[src/rtl/lag_meas_if.sv]
// Bundle of the sequencer's control, sensor, pattern and result signals.
// Strobe semantics (the only handshake form on this bus): start, sample_valid
// and pattern_ack are single-cycle qualifiers, sampled on the rising clock edge
// with no back-pressure. The sequencer accepts a strobe only in a state that
// consumes it and silently drops it elsewhere. abort is a level. result_valid
// is a level that holds baseline/lag_cycles/timeout stable until the next
// accepted start or an abort.
interface lag_meas_if #(
    parameter int CNT_W = 32
);
    logic             start;
    logic             abort;
    logic [7:0]       delta;
    logic [7:0]       sample;
    logic             sample_valid;
    logic             pattern_ack;
    logic             als_run_en;
    logic             pattern_white;
    logic             busy;
    logic             result_valid;
    logic             timeout;
    logic [7:0]       baseline;
    logic [CNT_W-1:0] lag_cycles;

    // Environment side: drives requests and sensor/generator strobes.
    modport master (
        output start, abort, delta, sample, sample_valid, pattern_ack,
        input  als_run_en, pattern_white, busy, result_valid, timeout,
               baseline, lag_cycles
    );

    // Sequencer side.
    modport slave (
        input  start, abort, delta, sample, sample_valid, pattern_ack,
        output als_run_en, pattern_white, busy, result_valid, timeout,
               baseline, lag_cycles
    );
endinterface

[src/rtl/lag_meas_ctrl.sv]
// Input-lag shot sequencer: warms up the ALS reader, averages a black
// baseline over 8 samples, requests white and counts cycles from the
// generator's frame-start acknowledge to the first sample above
// baseline + delta. A watchdog ends the shot if nothing arrives.
module lag_meas_ctrl #(
    parameter int SETTLE_SAMPLES = 16,
    parameter int TIMEOUT_CYCLES = 100_000_000,
    parameter int CNT_W          = 32
) (
    input  logic        clk,
    input  logic        resetn,
    lag_meas_if.slave   bus,
    output logic [2:0]  o_dbg_state
);
    typedef enum logic [2:0] {
        S_IDLE    = 3'd0,
        S_SETTLE  = 3'd1,
        S_BASE    = 3'd2,
        S_ARM     = 3'd3,
        S_MEASURE = 3'd4,
        S_DONE    = 3'd5
    } state_t;

    localparam logic [7:0]       LP_SETTLE_LAST = 8'(SETTLE_SAMPLES - 1);
    localparam logic [CNT_W-1:0] LP_WD_LAST     = CNT_W'(TIMEOUT_CYCLES - 1);
    localparam logic [CNT_W-1:0] LP_WD_LIMIT    = CNT_W'(TIMEOUT_CYCLES);

    state_t           r_state;
    logic [7:0]       r_settle_cnt;
    logic [2:0]       r_base_cnt;
    logic [10:0]      r_sum;
    logic [7:0]       r_delta;
    logic [CNT_W-1:0] r_cnt;       // watchdog and lag counter share one register
    logic             r_als_run_en;
    logic             r_pattern_white;
    logic             r_busy;
    logic             r_result_valid;
    logic             r_timeout;
    logic [7:0]       r_baseline;
    logic [CNT_W-1:0] r_lag_cycles;

    logic [10:0]      w_sum_next;
    logic [8:0]       w_thresh;
    logic             w_qual;
    logic             w_wd_expired;

    // Threshold is 9 bits so baseline + delta above 255 simply never matches.
    assign w_sum_next   = r_sum + {3'b000, bus.sample};
    assign w_thresh     = {1'b0, r_baseline} + {1'b0, r_delta};
    assign w_qual       = bus.sample_valid && ({1'b0, bus.sample} >= w_thresh);
    assign w_wd_expired = (r_cnt == LP_WD_LAST);

    // Sequencer state, counters and all registered outputs.
    always_ff @(posedge clk) begin
        if (!resetn || bus.abort) begin
            r_state         <= S_IDLE;
            r_settle_cnt    <= '0;
            r_base_cnt      <= '0;
            r_sum           <= '0;
            r_delta         <= '0;
            r_cnt           <= '0;
            r_als_run_en    <= 1'b0;
            r_pattern_white <= 1'b0;
            r_busy          <= 1'b0;
            r_result_valid  <= 1'b0;
            r_timeout       <= 1'b0;
            r_baseline      <= '0;
            r_lag_cycles    <= '0;
        end else begin
            case (r_state)
                S_IDLE, S_DONE: begin
                    if (bus.start) begin
                        r_state        <= S_SETTLE;
                        r_delta        <= bus.delta;
                        r_settle_cnt   <= '0;
                        r_als_run_en   <= 1'b1;
                        r_busy         <= 1'b1;
                        r_result_valid <= 1'b0;
                        r_timeout      <= 1'b0;
                        r_lag_cycles   <= '0;
                    end
                end
                S_SETTLE: begin
                    if (bus.sample_valid) begin
                        if (r_settle_cnt == LP_SETTLE_LAST) begin
                            r_state    <= S_BASE;
                            r_base_cnt <= '0;
                            r_sum      <= '0;
                        end else begin
                            r_settle_cnt <= r_settle_cnt + 8'd1;
                        end
                    end
                end
                S_BASE: begin
                    if (bus.sample_valid) begin
                        r_sum      <= w_sum_next;
                        r_base_cnt <= r_base_cnt + 3'd1;
                        if (r_base_cnt == 3'd7) begin
                            r_baseline      <= w_sum_next[10:3];
                            r_pattern_white <= 1'b1;
                            r_cnt           <= '0;
                            r_state         <= S_ARM;
                        end
                    end
                end
                S_ARM: begin
                    if (bus.pattern_ack) begin
                        r_cnt   <= '0;
                        r_state <= S_MEASURE;
                    end else if (w_wd_expired) begin
                        r_state         <= S_DONE;
                        r_timeout       <= 1'b1;
                        r_lag_cycles    <= LP_WD_LIMIT;
                        r_result_valid  <= 1'b1;
                        r_busy          <= 1'b0;
                        r_als_run_en    <= 1'b0;
                        r_pattern_white <= 1'b0;
                    end else begin
                        r_cnt <= r_cnt + CNT_W'(1);
                    end
                end
                S_MEASURE: begin
                    if (w_qual || w_wd_expired) begin
                        r_state         <= S_DONE;
                        r_timeout       <= !w_qual;
                        r_lag_cycles    <= w_qual ? (r_cnt + CNT_W'(1)) : LP_WD_LIMIT;
                        r_result_valid  <= 1'b1;
                        r_busy          <= 1'b0;
                        r_als_run_en    <= 1'b0;
                        r_pattern_white <= 1'b0;
                    end else begin
                        r_cnt <= r_cnt + CNT_W'(1);
                    end
                end
                default: r_state <= S_IDLE;
            endcase
        end
    end

    assign bus.als_run_en    = r_als_run_en;
    assign bus.pattern_white = r_pattern_white;
    assign bus.busy          = r_busy;
    assign bus.result_valid  = r_result_valid;
    assign bus.timeout       = r_timeout;
    assign bus.baseline      = r_baseline;
    assign bus.lag_cycles    = r_lag_cycles;
    assign o_dbg_state       = r_state;
endmodule

[src/flat_wrapper.sv]
// flat-port wrapper written by rule: the top's interface ports become plain ports
module lag_meas_ctrl_flat 
#(
    parameter int SETTLE_SAMPLES = 16,
    parameter int TIMEOUT_CYCLES = 100_000_000,
    parameter int CNT_W          = 32
)
  (clk, resetn, o_dbg_state, bus_start, bus_abort, bus_delta, bus_sample, bus_sample_valid, bus_pattern_ack, bus_als_run_en, bus_pattern_white, bus_busy, bus_result_valid, bus_timeout, bus_baseline, bus_lag_cycles);
  lag_meas_if #(.CNT_W(CNT_W)) bus_i ();
  input  logic clk;
  input  logic resetn;
  output logic [2:0] o_dbg_state;
  input wire logic [$bits(bus_i.start)-1:0] bus_start;
  input wire logic [$bits(bus_i.abort)-1:0] bus_abort;
  input wire logic [$bits(bus_i.delta)-1:0] bus_delta;
  input wire logic [$bits(bus_i.sample)-1:0] bus_sample;
  input wire logic [$bits(bus_i.sample_valid)-1:0] bus_sample_valid;
  input wire logic [$bits(bus_i.pattern_ack)-1:0] bus_pattern_ack;
  output wire logic [$bits(bus_i.als_run_en)-1:0] bus_als_run_en;
  output wire logic [$bits(bus_i.pattern_white)-1:0] bus_pattern_white;
  output wire logic [$bits(bus_i.busy)-1:0] bus_busy;
  output wire logic [$bits(bus_i.result_valid)-1:0] bus_result_valid;
  output wire logic [$bits(bus_i.timeout)-1:0] bus_timeout;
  output wire logic [$bits(bus_i.baseline)-1:0] bus_baseline;
  output wire logic [$bits(bus_i.lag_cycles)-1:0] bus_lag_cycles;
  assign bus_i.start = bus_start;
  assign bus_i.abort = bus_abort;
  assign bus_i.delta = bus_delta;
  assign bus_i.sample = bus_sample;
  assign bus_i.sample_valid = bus_sample_valid;
  assign bus_i.pattern_ack = bus_pattern_ack;
  assign bus_als_run_en = bus_i.als_run_en;
  assign bus_pattern_white = bus_i.pattern_white;
  assign bus_busy = bus_i.busy;
  assign bus_result_valid = bus_i.result_valid;
  assign bus_timeout = bus_i.timeout;
  assign bus_baseline = bus_i.baseline;
  assign bus_lag_cycles = bus_i.lag_cycles;
  lag_meas_ctrl #(.SETTLE_SAMPLES(SETTLE_SAMPLES), .TIMEOUT_CYCLES(TIMEOUT_CYCLES), .CNT_W(CNT_W)) u_core (.clk(clk), .resetn(resetn), .bus(bus_i), .o_dbg_state(o_dbg_state));
endmodule
[config.mk]
export PLATFORM = sky130hd
export DESIGN_NAME = lag_meas_ctrl_flat
export DESIGN_NICKNAME = d
export VERILOG_FILES = /design/src/rtl/lag_meas_if.sv /design/src/rtl/lag_meas_ctrl.sv /design/src/flat_wrapper.sv
export SDC_FILE = /design/constraint.sdc
export NUM_CORES = 1
export LEC_CHECK = 0
export ABC_AREA = 1
export ABC_CLOCK_PERIOD_IN_PS = 3500
export CORE_ASPECT_RATIO = 1.4
export CORE_MARGIN = 2
export CORE_UTILIZATION = 55
export DETAILED_ROUTE_END_ITERATION = 10
export PLACE_DENSITY = 0.82
export SETUP_SLACK_MARGIN = 0.5
export SLEW_MARGIN = 20
export SYNTH_ARGS = -nofsm -noshare
export SYNTH_HDL_FRONTEND = slang
export SYNTH_SLANG_ARGS = --single-unit
[constraint.sdc]
create_clock -name clk -period 3.5 [get_ports clk]
set_input_delay 0.7 -clock clk [delete_from_list [all_inputs] [get_ports clk]]
set_output_delay 0.7 -clock clk [all_outputs]
set_load 0.05 [all_outputs]
## Yosys cells after proc, flatten, opt, wreduce, memory -nomap -nowiden

Cells that the tools add are included.

| cells by class | value |
|---|---|
| add/sub/neg operators | 5 |
| reduce and logical (&&, ||, !) cells | 19 |
| eq/ne operators | 20 |
| muxes and demuxes | 48 |
| order comparisons | 1 |

Operators by type and width:

| cell | count |
|---|---|
| 2-to-1 mux 32 bit | 10 |
| one-hot mux 32 bit (3 select lines) | 2 |
| 2-to-1 mux 11 bit | 3 |
| 2-to-1 mux 3 bit | 11 |
| adder 32 x 1 -> 32 bit, second input constant | 1 |
| equality test 32 x 27 -> 1 bit, second input constant | 1 |
| 2-to-1 mux 8 bit | 3 |
| one-hot mux 11 bit (2 select lines) | 1 |
| one-hot mux 8 bit (2 select lines) | 1 |
| one-hot mux 3 bit (5 select lines) | 1 |
| != test 2 bit, second input constant | 6 |
| one-hot mux 1 bit (3 select lines) | 4 |
| adder 11 x 8 -> 11 bit | 1 |
| 2-to-1 mux 1 bit | 11 |
| AND reduction 5 bit | 2 |
| adder 8 x 8 -> 9 bit | 1 |
| equality test 3 bit, second input constant | 3 |
| greater-or-equal comparator 8 x 9 -> 1 bit | 1 |
| adder 8 x 1 -> 8 bit, second input constant | 1 |
| equality test 8 x 4 -> 1 bit, second input constant | 1 |
| != test 2 x 1 -> 1 bit, second input constant | 4 |
| AND reduction 4 bit | 2 |
| AND reduction 7 bit | 1 |
| equality test 3 x 2 -> 1 bit, second input constant | 2 |
| 15 further kinds | 19 |

| storage, ports and cells | value |
|---|---|
| word-level logic and storage cells | 105 |
| input port bits | 22 |
| output and inout bits | 48 |
| bits in registers | 109 |

## Depth between registers and ports, before layout

Gate-level depths: netlist (run 1).

| logic depth | value |
|---|---|
| depth after elaboration | 6 |
| gate-level depth with buffers | 21 |
| mapped depth without buffers | 20 |

## Worst setup path before layout (run 1)

OpenSTA, ideal clock, no wires.

| timing | value |
|---|---|
| path type | register to register |
| from | register u_core.r_baseline[2] (netlist: u_core.bus.baseline[2]) |
| to | register u_core.r_lag_cycles[14] (netlist: u_core.bus.lag_cycles[14]) |
| stages on the path, launching flop included | 19 |
| data required time | 3.430 ns |
| period minus slack after synthesis | 3.393 ns |
| path buffers | 2 |
| slack | 0.107 ns |
| library setup time | 0.070 ns |
| arrival time | 3.322 ns |
| path through | dfxtp_1 > ha_1 > a21oi_1 > nand2_1 > a21o_1 > a21oi_1 > o21bai_1 > a21oi_1 > xor2_1 > ha_1 > a41oi_1 > nand2_1 > nand2_1 > nand3_2 > nand2_1 > buf_6 > buf_6 > nand2_1 > a21oi_1 |

| on the way | value |
|---|---|
| cells in the longest elaborated chain, start to end | 6 |
| elaborated cells between the ends (all ways) | 9 |
| those cells by class | add/sub: 1; order compare: 1; eq/ne: 1; mux: 3; reduce/logical: 3 |

RTL lines:

| what | line | source |
|---|---|---|
| start: declaration | lag_meas_ctrl.sv:39 | `logic [7:0] r_baseline;` |
| start signal: assignment | lag_meas_ctrl.sv:99 | `r_baseline <= w_sum_next[10:3];` |
| adder 8 x 8 -> 9 bit * | lag_meas_ctrl.sv:49 | `assign w_thresh = {1'b0, r_baseline} + {1'b0, r_delta};` |
| greater-or-equal comparator 8 x 9 -> 1 bit * | lag_meas_ctrl.sv:50 | `assign w_qual = bus.sample_valid && ({1'b0, bus.sample} >= w_thresh);` |
| logical AND 1 bit * | lag_meas_ctrl.sv:50 |  |
| 2-to-1 mux 32 bit or logical OR 1 bit (tied branches) | lag_meas_ctrl.sv:126, lag_meas_ctrl.sv:123 |  |
| 2-to-1 mux 32 bit or != test 2 x 1 -> 1 bit (tied branches) | n/a |  |
| one-hot mux 32 bit (3 select lines) or AND reduction 5 bit (tied branches) | n/a |  |
| end signal: assignment | lag_meas_ctrl.sv:126 | `r_lag_cycles <= w_qual ? (r_cnt + CNT_W'(1)) : LP_WD_LIMIT;` |
| end: declaration | lag_meas_ctrl.sv:40 | `logic [CNT_W-1:0] r_lag_cycles;` |

Every way passes the cells marked *; elsewhere a longest branch is shown, timed or not. The select of a mux whose other input is x is not followed.
A chain may end at the register's enable or synchronous reset.

## Worst setup path in the final report (run 1)

| timing | value |
|---|---|
| from | register u_core.r_delta[0] |
| to | register u_core.r_lag_cycles[8] (netlist: u_core.bus.lag_cycles[8]) |

| on the way | value |
|---|---|
| cells in the longest elaborated chain, start to end | 6 |
| elaborated cells between the ends (all ways) | 9 |
| those cells by class | add/sub: 1; order compare: 1; eq/ne: 1; mux: 3; reduce/logical: 3 |

RTL lines:

| what | line | source |
|---|---|---|
| start: declaration | lag_meas_ctrl.sv:32 | `logic [7:0] r_delta;` |
| start signal: assignment | lag_meas_ctrl.sv:74 | `r_delta <= bus.delta;` |
| adder 8 x 8 -> 9 bit * | lag_meas_ctrl.sv:49 |  |
| greater-or-equal comparator 8 x 9 -> 1 bit * | lag_meas_ctrl.sv:50 |  |
| logical AND 1 bit * | lag_meas_ctrl.sv:50 |  |
| 2-to-1 mux 32 bit or logical OR 1 bit (tied branches) | lag_meas_ctrl.sv:126, lag_meas_ctrl.sv:123 |  |
| 2-to-1 mux 32 bit or != test 2 x 1 -> 1 bit (tied branches) | n/a |  |
| one-hot mux 32 bit (3 select lines) or AND reduction 5 bit (tied branches) | n/a |  |

Marks and branches as above.

==> qor.yml, run 1 <==
drt:
  avgViaCountPerCell: 5.46
  final_antenna_net_count: 0
  firstDrtPassIters: 5
  drc: 0
  wl_um: 17900
  vias: 6430
  wl_per_cell_um: 15.2
  drt_iter0_markers: 340
clock_tree:
  htreeDepth: 3
  cts.sinks: 109
  path_clk_slew_ps: 70
  cts_tree: "done"
  root_buffer: "clkbuf_16"
  cts_buffers: 9
  clk_path_buf_depth: 2
  ctsHoldBuffers: 0
  clk_latency_ps: 340
die:
  fp.dieH_um: 131
  core_area_um2: 11300
  dieWidth_um: 94.9
  start_util_pct: 56.4
  rows: 46
  dieArea_um2: 12400
  io_pins: 70
min_path:
  worstHoldStart: "u_core.bus.lag_cycles[19]"
  hold_path_class: "reg -> reg"
cells_and_area:
  fin_area_um2: 7750
  nNetsFinal: 1083
  fillers: 989
  drive_above_1_share_pct: 10.2
  final_cell_mix: "244 x nand2_1, 159 x nor2_1, 104 x dfxtp_1"
  layout_commonest_cell: "nand2_1"
  final_util_pct: 68.7
  areaGrowthSynthToFinish_pct: 21.9
  antenna_cells: 0
sta:
  layout_min_cycle_time_ps: 3010
  rsz0062_at_grt: "yes"
  slew_viol_final: 0
  finClkSkew_ps: 4.79
  fin_crit_sh_pct: 86.0
  slew-limit-headroom_pct: 59.2
  finalHoldViolCount: 0
  worst_slack_ps: 491
  fmax_mhz: 332
  setup_viol: 0
  tns_ps: 0
  tightest_slew_ps: 608
setup_path:
  crit_path_start_kind: "flip-flop"
  crit_path_frequent_cell: "nand2_1"
  worstPathMaxFanout: 7
  slowest_delay_ps: 360
  critical-path-slowest-cell: "fa_2"
  cp.buffers_inverters: 3
  cp.arrival_ps: 3220
  crit_family: "simple AND/OR/NAND/NOR gates"
  crit_type: "reg -> reg"
  r2r-start: "u_core.r_delta[0]"
  crit_required_ps: 3710
  end_kind: "flip-flop"
  worstPathCellList: "ha_2, inv_1, fa_2, o21ai_2, xnor2_1, ha_1, nand2_1, inv_1, nand2_1, nand3_1, nand2_1, nand2_1, nand2_1, nand2_2, nand2_4, nand3_4, nand2_8, clkinvlp_4, nand2_1, a21oi_1"
  startpoint: "u_core.r_delta[0]"
outcome:
  status: "finished, final reports clean"
grt:
  grt_pass1_vias: 5947
  antenna_found_initial: 0
  grt_pass1_wl_um: 28100
  overflow: 0
  grt_max_degree: 48
  globalRouteTotalUtil_pct: 28.4
power_and_ir_drop:
  pwr-share-comb_pct: 19.1
  p_per_area_nw_per_um2: 358
  internal-power_mw: 1.96
  ir_drop_mv: 0.210
  p_leak_nw: 3.07
  p_switching_uw: 815
  power_frac_clock_pct: 34.0
  pwr-share-seq_pct: 46.9
  p_total_mw: 2.78
  switching_share_pct: 29.4
placed_design:
  dpl_cell_area_um2: 7150
  place_hpwl_um: 12600
  place_ws_ps: 261
  portBuffers: 69
  gp_congestion: 0.971
synthesis:
  synth_edf_count: 0
  synthTopCellsByArea: "dfxtp_1 34%, nand2_1 15%, nor2_1 9.6%, a21oi_1 6.8%, ha_1 5.5%"
  synth_cells: 960
  synth_area_um2: 6360
  avgSynthCellArea_um2: 6.62
  seq_area_frac_synth_pct: 34.3
  synth_top_area_share_pct: 34.3
  syn_nets: 1012
  ys_ff_latch: 109
  ys.flop_type: "dfxtp_1"
  synth_top_area_cell: "dfxtp_1"
  yosysWarnings: 0
  async_flop_share_pct: 0
  synth_cell_types: 37
job:
  max_cap_viol_count: 0
[logic make-up (layout without fill, tap and decap cells)]
| kind of cell | after synthesis | after routing | synth area share (%) |
|---|---|---|---|
| buffers and inverters | 127 | 201 | 8.85 |
| xor gates and xnor gates | 35 | 35 | 4.82 |
| AOI/OAI and AO/OA | 137 | 137 | 11.4 |
| DFF | 109 | 109 | 34.3 |
| adders and majority gates | 30 | 30 | 6.14 |
| and+or+nand+nor | 522 | 522 | 34.5 |
[worst paths after layout]
path / slack [ps] / cells past startpoint / end
max: 490 / 20 / u_core.bus.lag_cycles[8]
min: 460 / 2 / u_core.bus.lag_cycles[19]
max reg2reg: 490 / 20 / u_core.bus.lag_cycles[8]
min reg2reg: 460 / 2 / u_core.bus.lag_cycles[19]
[area by class of cell]
cell class	instances	area [µm²]	area share, %
Tap cell	144	180	2.32
Multi-Input combinational cell	724	3770	48.7
Timing Repair Buffer	92	967	12.5
Timing Repair inverter	1	7.51	0.0968
Inverter	94	362	4.66
Clock inverter	4	26.3	0.339
Sequential cell	109	2200	28.3
Clock buffer	10	239	3.08
[worst min-delay path, cell delays in order (launching register included)]
cell	delay [ps]
dfxtp_1	310
nand2_1	60
a21oi_1	50
[layer usage]
layer / part of all wire, % / GRT usage (%) / vias to the layer above / wire length, µm
met5: 0 / 0 / - / 0
met4: 4.4 / 14.3 / 0 / 796
met3: 4.6 / 4.87 / 61 / 819
met2: 53 / 50.6 / 190 / 9420
met1: 38 / 31.6 / 2970 / 6890
li1: - / - / 3209 / -
[metrics by stage]
stage / cells / hold slack [ps]
after global routing: 1178 / 485
after floorplan: 960 / 433
after detailed placement: 1151 / 457
final: 1178 / 463
after CTS: 1172 / 465
after global placement: 1151 / 447
[Yosys cell counts (3+ instances only)]
library cell    n
nand2_1       254
nor2_1        163
dfxtp_1       109
a21oi_1        86
inv_1          86
nand3_1        49
o21ai_0        37
xor2_1         29
ha_1           28
clkbuf_1       20
nand4_1        15
nor3_1         15
buf_6          10
or2_2           9
inv_2           7
xnor2_1         6
o21bai_1        5
nor2_4          3
nor4_1          3
[state kept, by name, indices dropped and copies added (netlist names)]
register and count:
u_core.bus.result_valid 1, u_core.o_dbg_state 3, u_core.r_delta 8, u_core.bus.timeout 1
u_core.r_settle_cnt 8, u_core.bus.pattern_white 1, u_core.r_sum 11, u_core.bus.baseline 8
u_core.bus.busy 1, u_core.bus.lag_cycles 32, u_core.r_base_cnt 3, u_core.r_cnt 32
[power by group through the flow]
stage               sequential (mW)  clock (mW)  combinational (mW)
floorplan                      1.34           0               0.310
global placement               1.33           0               0.426
detailed placement             1.33           0               0.431
CTS                            1.30       0.959               0.479
global route                   1.30        1.00               0.579
finish                         1.30       0.945               0.530
[timing repair]
| item | in CTS | in global routing |
|---|---|---|
| gates resized for setup | 26 | 28 |
| setup endpoints to repair | 68 | 71 |
| endpoints found under the hold margin | 0 | 0 |
| cloned | 2 | 3 |
| setup buffers | 5 | 3 |
| pin swaps | 7 | 7 |
(Power assumes the default switching activity.)
==> inputs of run 2 (changes only) <==
--- a/config.mk
+++ b/config.mk
@@ -8,8 +8,8 @@
 export ABC_AREA = 1
 export ABC_CLOCK_PERIOD_IN_PS = 3500
 export CORE_ASPECT_RATIO = 1.4
-export CORE_MARGIN = 2
 export CORE_UTILIZATION = 55
+export CTS_BUF_LIST = sky130_fd_sc_hd__clkbuf_16
 export DETAILED_ROUTE_END_ITERATION = 10
 export PLACE_DENSITY = 0.82
 export SETUP_SLACK_MARGIN = 0.5
==> run 2 against run 1 <==
  * The run now ends with design-rule violations left
  * Setup slack improved by 17 ps
  * Count of clock-buffer cells in the layout decreased by 1
  * Via count decreased by 0.58%
  * Die area decreased by 3.6%
  * Utilization decreased by 0.21 points
  * Final area decreased by 0.31%
  * Worst hold slack about the same
  * Combinational power about the same
  * Total power about the same
  * Clock power about the same
  * Highest routed layer unchanged
==> qor.yml, run 2 (same netlist as run 1, synthesis figures left out) <==
outcome:
  status: "finished with violations"
  violations: "design-rule violations"
drt:
  final_antenna_net_count: 0
  wl_um: 18100
  drt_iter0_markers: 416
  drc: 1
  wl_per_cell_um: 15.4
  vias: 6393
  avgViaCountPerCell: 5.43
  firstDrtPassIters: 8
sta:
  layout_min_cycle_time_ps: 2990
  slew-limit-headroom_pct: 58.4
  finClkSkew_ps: 7.21
  tightest_slew_ps: 619
  tns_ps: 0
  fin_hold_ws_ps: 463
  finalHoldViolCount: 0
  fin_crit_sh_pct: 85.5
  setup_viol: 0
  fmax_mhz: 334
  slew_viol_final: 0
  rsz0062_at_grt: "yes"
grt:
  grtUsageMet2_pct: 55.0
  grt_pass1_wl_um: 27600
  grt_max_degree: 57
  overflow: 0
  globalRouteTotalUtil_pct: 29.3
  grt.met1_usage_pct: 31.7
  gr-usage-met3_pct: 3.70
  grt_pass1_vias: 5932
  antenna_found_initial: 0
  top_usage_layer: "met2"
setup_path:
  cp-endpoint: "u_core.bus.lag_cycles[15]"
  crit_type: "reg -> reg"
  end_kind: "flip-flop"
  r2r-end: "u_core.bus.lag_cycles[15]"
  startpoint: "u_core.r_delta[2]"
  crit_required_ps: 3710
  cp.arrival_ps: 3200
  worstPathMaxFanout: 6
  r2r_cells: 17
  critical-path-slowest-cell: "dfxtp_2"
  worstPathCellList: "ha_4, a21oi_2, nand2_1, a21o_1, a21oi_2, o21bai_1, a21oi_1, xor2_1, ha_1, a41oi_2, nand2_4, nand2_4, nand3_4, nand2_8, clkinvlp_4, nand2_2, a21oi_1"
  crit_path_start_kind: "flip-flop"
  r2r-start: "u_core.r_delta[2]"
  slowest_delay_ps: 340
  rrSetupSlack_ps: 510
cells_and_area:
  layout_commonest_cell: "nand2_1"
  fin_area_um2: 7730
  areaGrowthSynthToFinish_pct: 21.5
  drive_above_1_share_pct: 8.99
  fin_cells: 1178
  nNetsFinal: 1081
  final_util_pct: 68.5
  final_cell_mix: "247 x nand2_1, 161 x nor2_1, 104 x dfxtp_1"
  antenna_cells: 0
  fillers: 957
clock_tree:
  ctsHoldBuffers: 0
  cts_buffers: 9
  clk_path_buf_depth: 2
  root_buffer: "clkbuf_16"
  clk_latency_ps: 350
  htreeDepth: 3
  cts_tree: "done"
  cts.sinks: 109
  path_clk_slew_ps: 70
die:
  dieArea_um2: 12000
  rows: 46
  core_area_um2: 11300
  start_util_pct: 56.4
  dieWidth_um: 92.9
  io_pins: 70
  fp.dieH_um: 129
placed_design:
  portBuffers: 69
  dp_cells: 1149
  place_hpwl_um: 12400
  gp_congestion: 1.02
  dpl_cell_area_um2: 7150
power_and_ir_drop:
  pwr-share-comb_pct: 19.0
  ir_drop_mv: 0.210
  p_switching_uw: 827
  p_leak_nw: 3.08
  internal-power_mw: 1.95
  p_per_area_nw_per_um2: 359
  switching_share_pct: 29.8
  power_frac_clock_pct: 34.1
  pwr-share-seq_pct: 46.9
min_path:
  hold_path_class: "reg -> reg"
job:
  max_cap_viol_count: 0
## run 2: cell types whose count changed in the layout (fill, tap and decap cells not counted), moves of 3 or more
cell / delta
a21oi_1: +4
a21oi_2: -4
nand2_1: +3
nand2_2: -3
## run 2: per-stage QoR
step	setup WS [ps]	power, mW
4_1_cts	498	2.73
3_5_place_dp	239	1.76
2_1_floorplan	504	1.65
6_report	508	2.77
3_3_place_gp	321	1.75
5_1_grt	307	2.89
## run 2: final cells by class
cell class | instances | area (µm²) | share of cell area [%]
Inverter | 94 | 362 | 4.68
Tap cell | 144 | 180 | 2.33
Sequential cell | 109 | 2200 | 28.4
Clock inverter | 7 | 43.8 | 0.567
Timing Repair inverter | 1 | 7.51 | 0.0971
Multi-Input combinational cell | 724 | 3750 | 48.5
Clock buffer | 9 | 225 | 2.91
Timing Repair Buffer | 90 | 967 | 12.5
## run 2: timing repair
action | CTS | global route
setup endpoints to repair | 67 | 71
pin swaps | 3 | 17
buffers inserted | 3 | 4
hold endpoints to repair | 0 | 0
gates cloned | 2 | 4
resized for setup | 14 | 21
## run 2: worst max-delay path, delay by kind of cell, from the launching register on
family | cells | cell delay (ps)
buf+inv | 1 | 170
simple gates | 6 | 640
fa+ha+maj | 2 | 530
xor+xnor | 1 | 170
compound gates | 7 | 990
flops | 1 | 340
## run 2: how the worst min path moves through the flow
stage | start | to | slack [ps] | depth (start not counted)
4_1_cts | u_core.bus.lag_cycles[28] | u_core.bus.lag_cycles[28] | 460 | 2
3_5_place_dp | u_core.bus.lag_cycles[28] | u_core.bus.lag_cycles[28] | 450 | 2
3_3_place_gp | u_core.bus.lag_cycles[28] | u_core.bus.lag_cycles[28] | 450 | 2
6_report | u_core.bus.lag_cycles[1] | u_core.bus.lag_cycles[1] | 460 | 2
5_1_grt | u_core.bus.lag_cycles[31] | u_core.bus.lag_cycles[31] | 490 | 2
2_1_floorplan | u_core.r_base_cnt[0] | u_core.r_base_cnt[0] | 430 | 1
## run 2: per-layer routing
layer,vias to the layer above,routed length (µm)
met2,200,9390
li1,3203,-
met4,0,970
met1,2917,6900
met5,-,0
met3,73,832
## run 2: power by group through the flow
stage / combinational [mW] / sequential, mW / clock [mW]
after floorplan: 0.310 / 1.34 / 0
after global placement: 0.426 / 1.33 / 0
after detailed placement: 0.432 / 1.33 / 0
after CTS: 0.468 / 1.30 / 0.959
after global routing: 0.576 / 1.30 / 1.01
final: 0.527 / 1.30 / 0.947
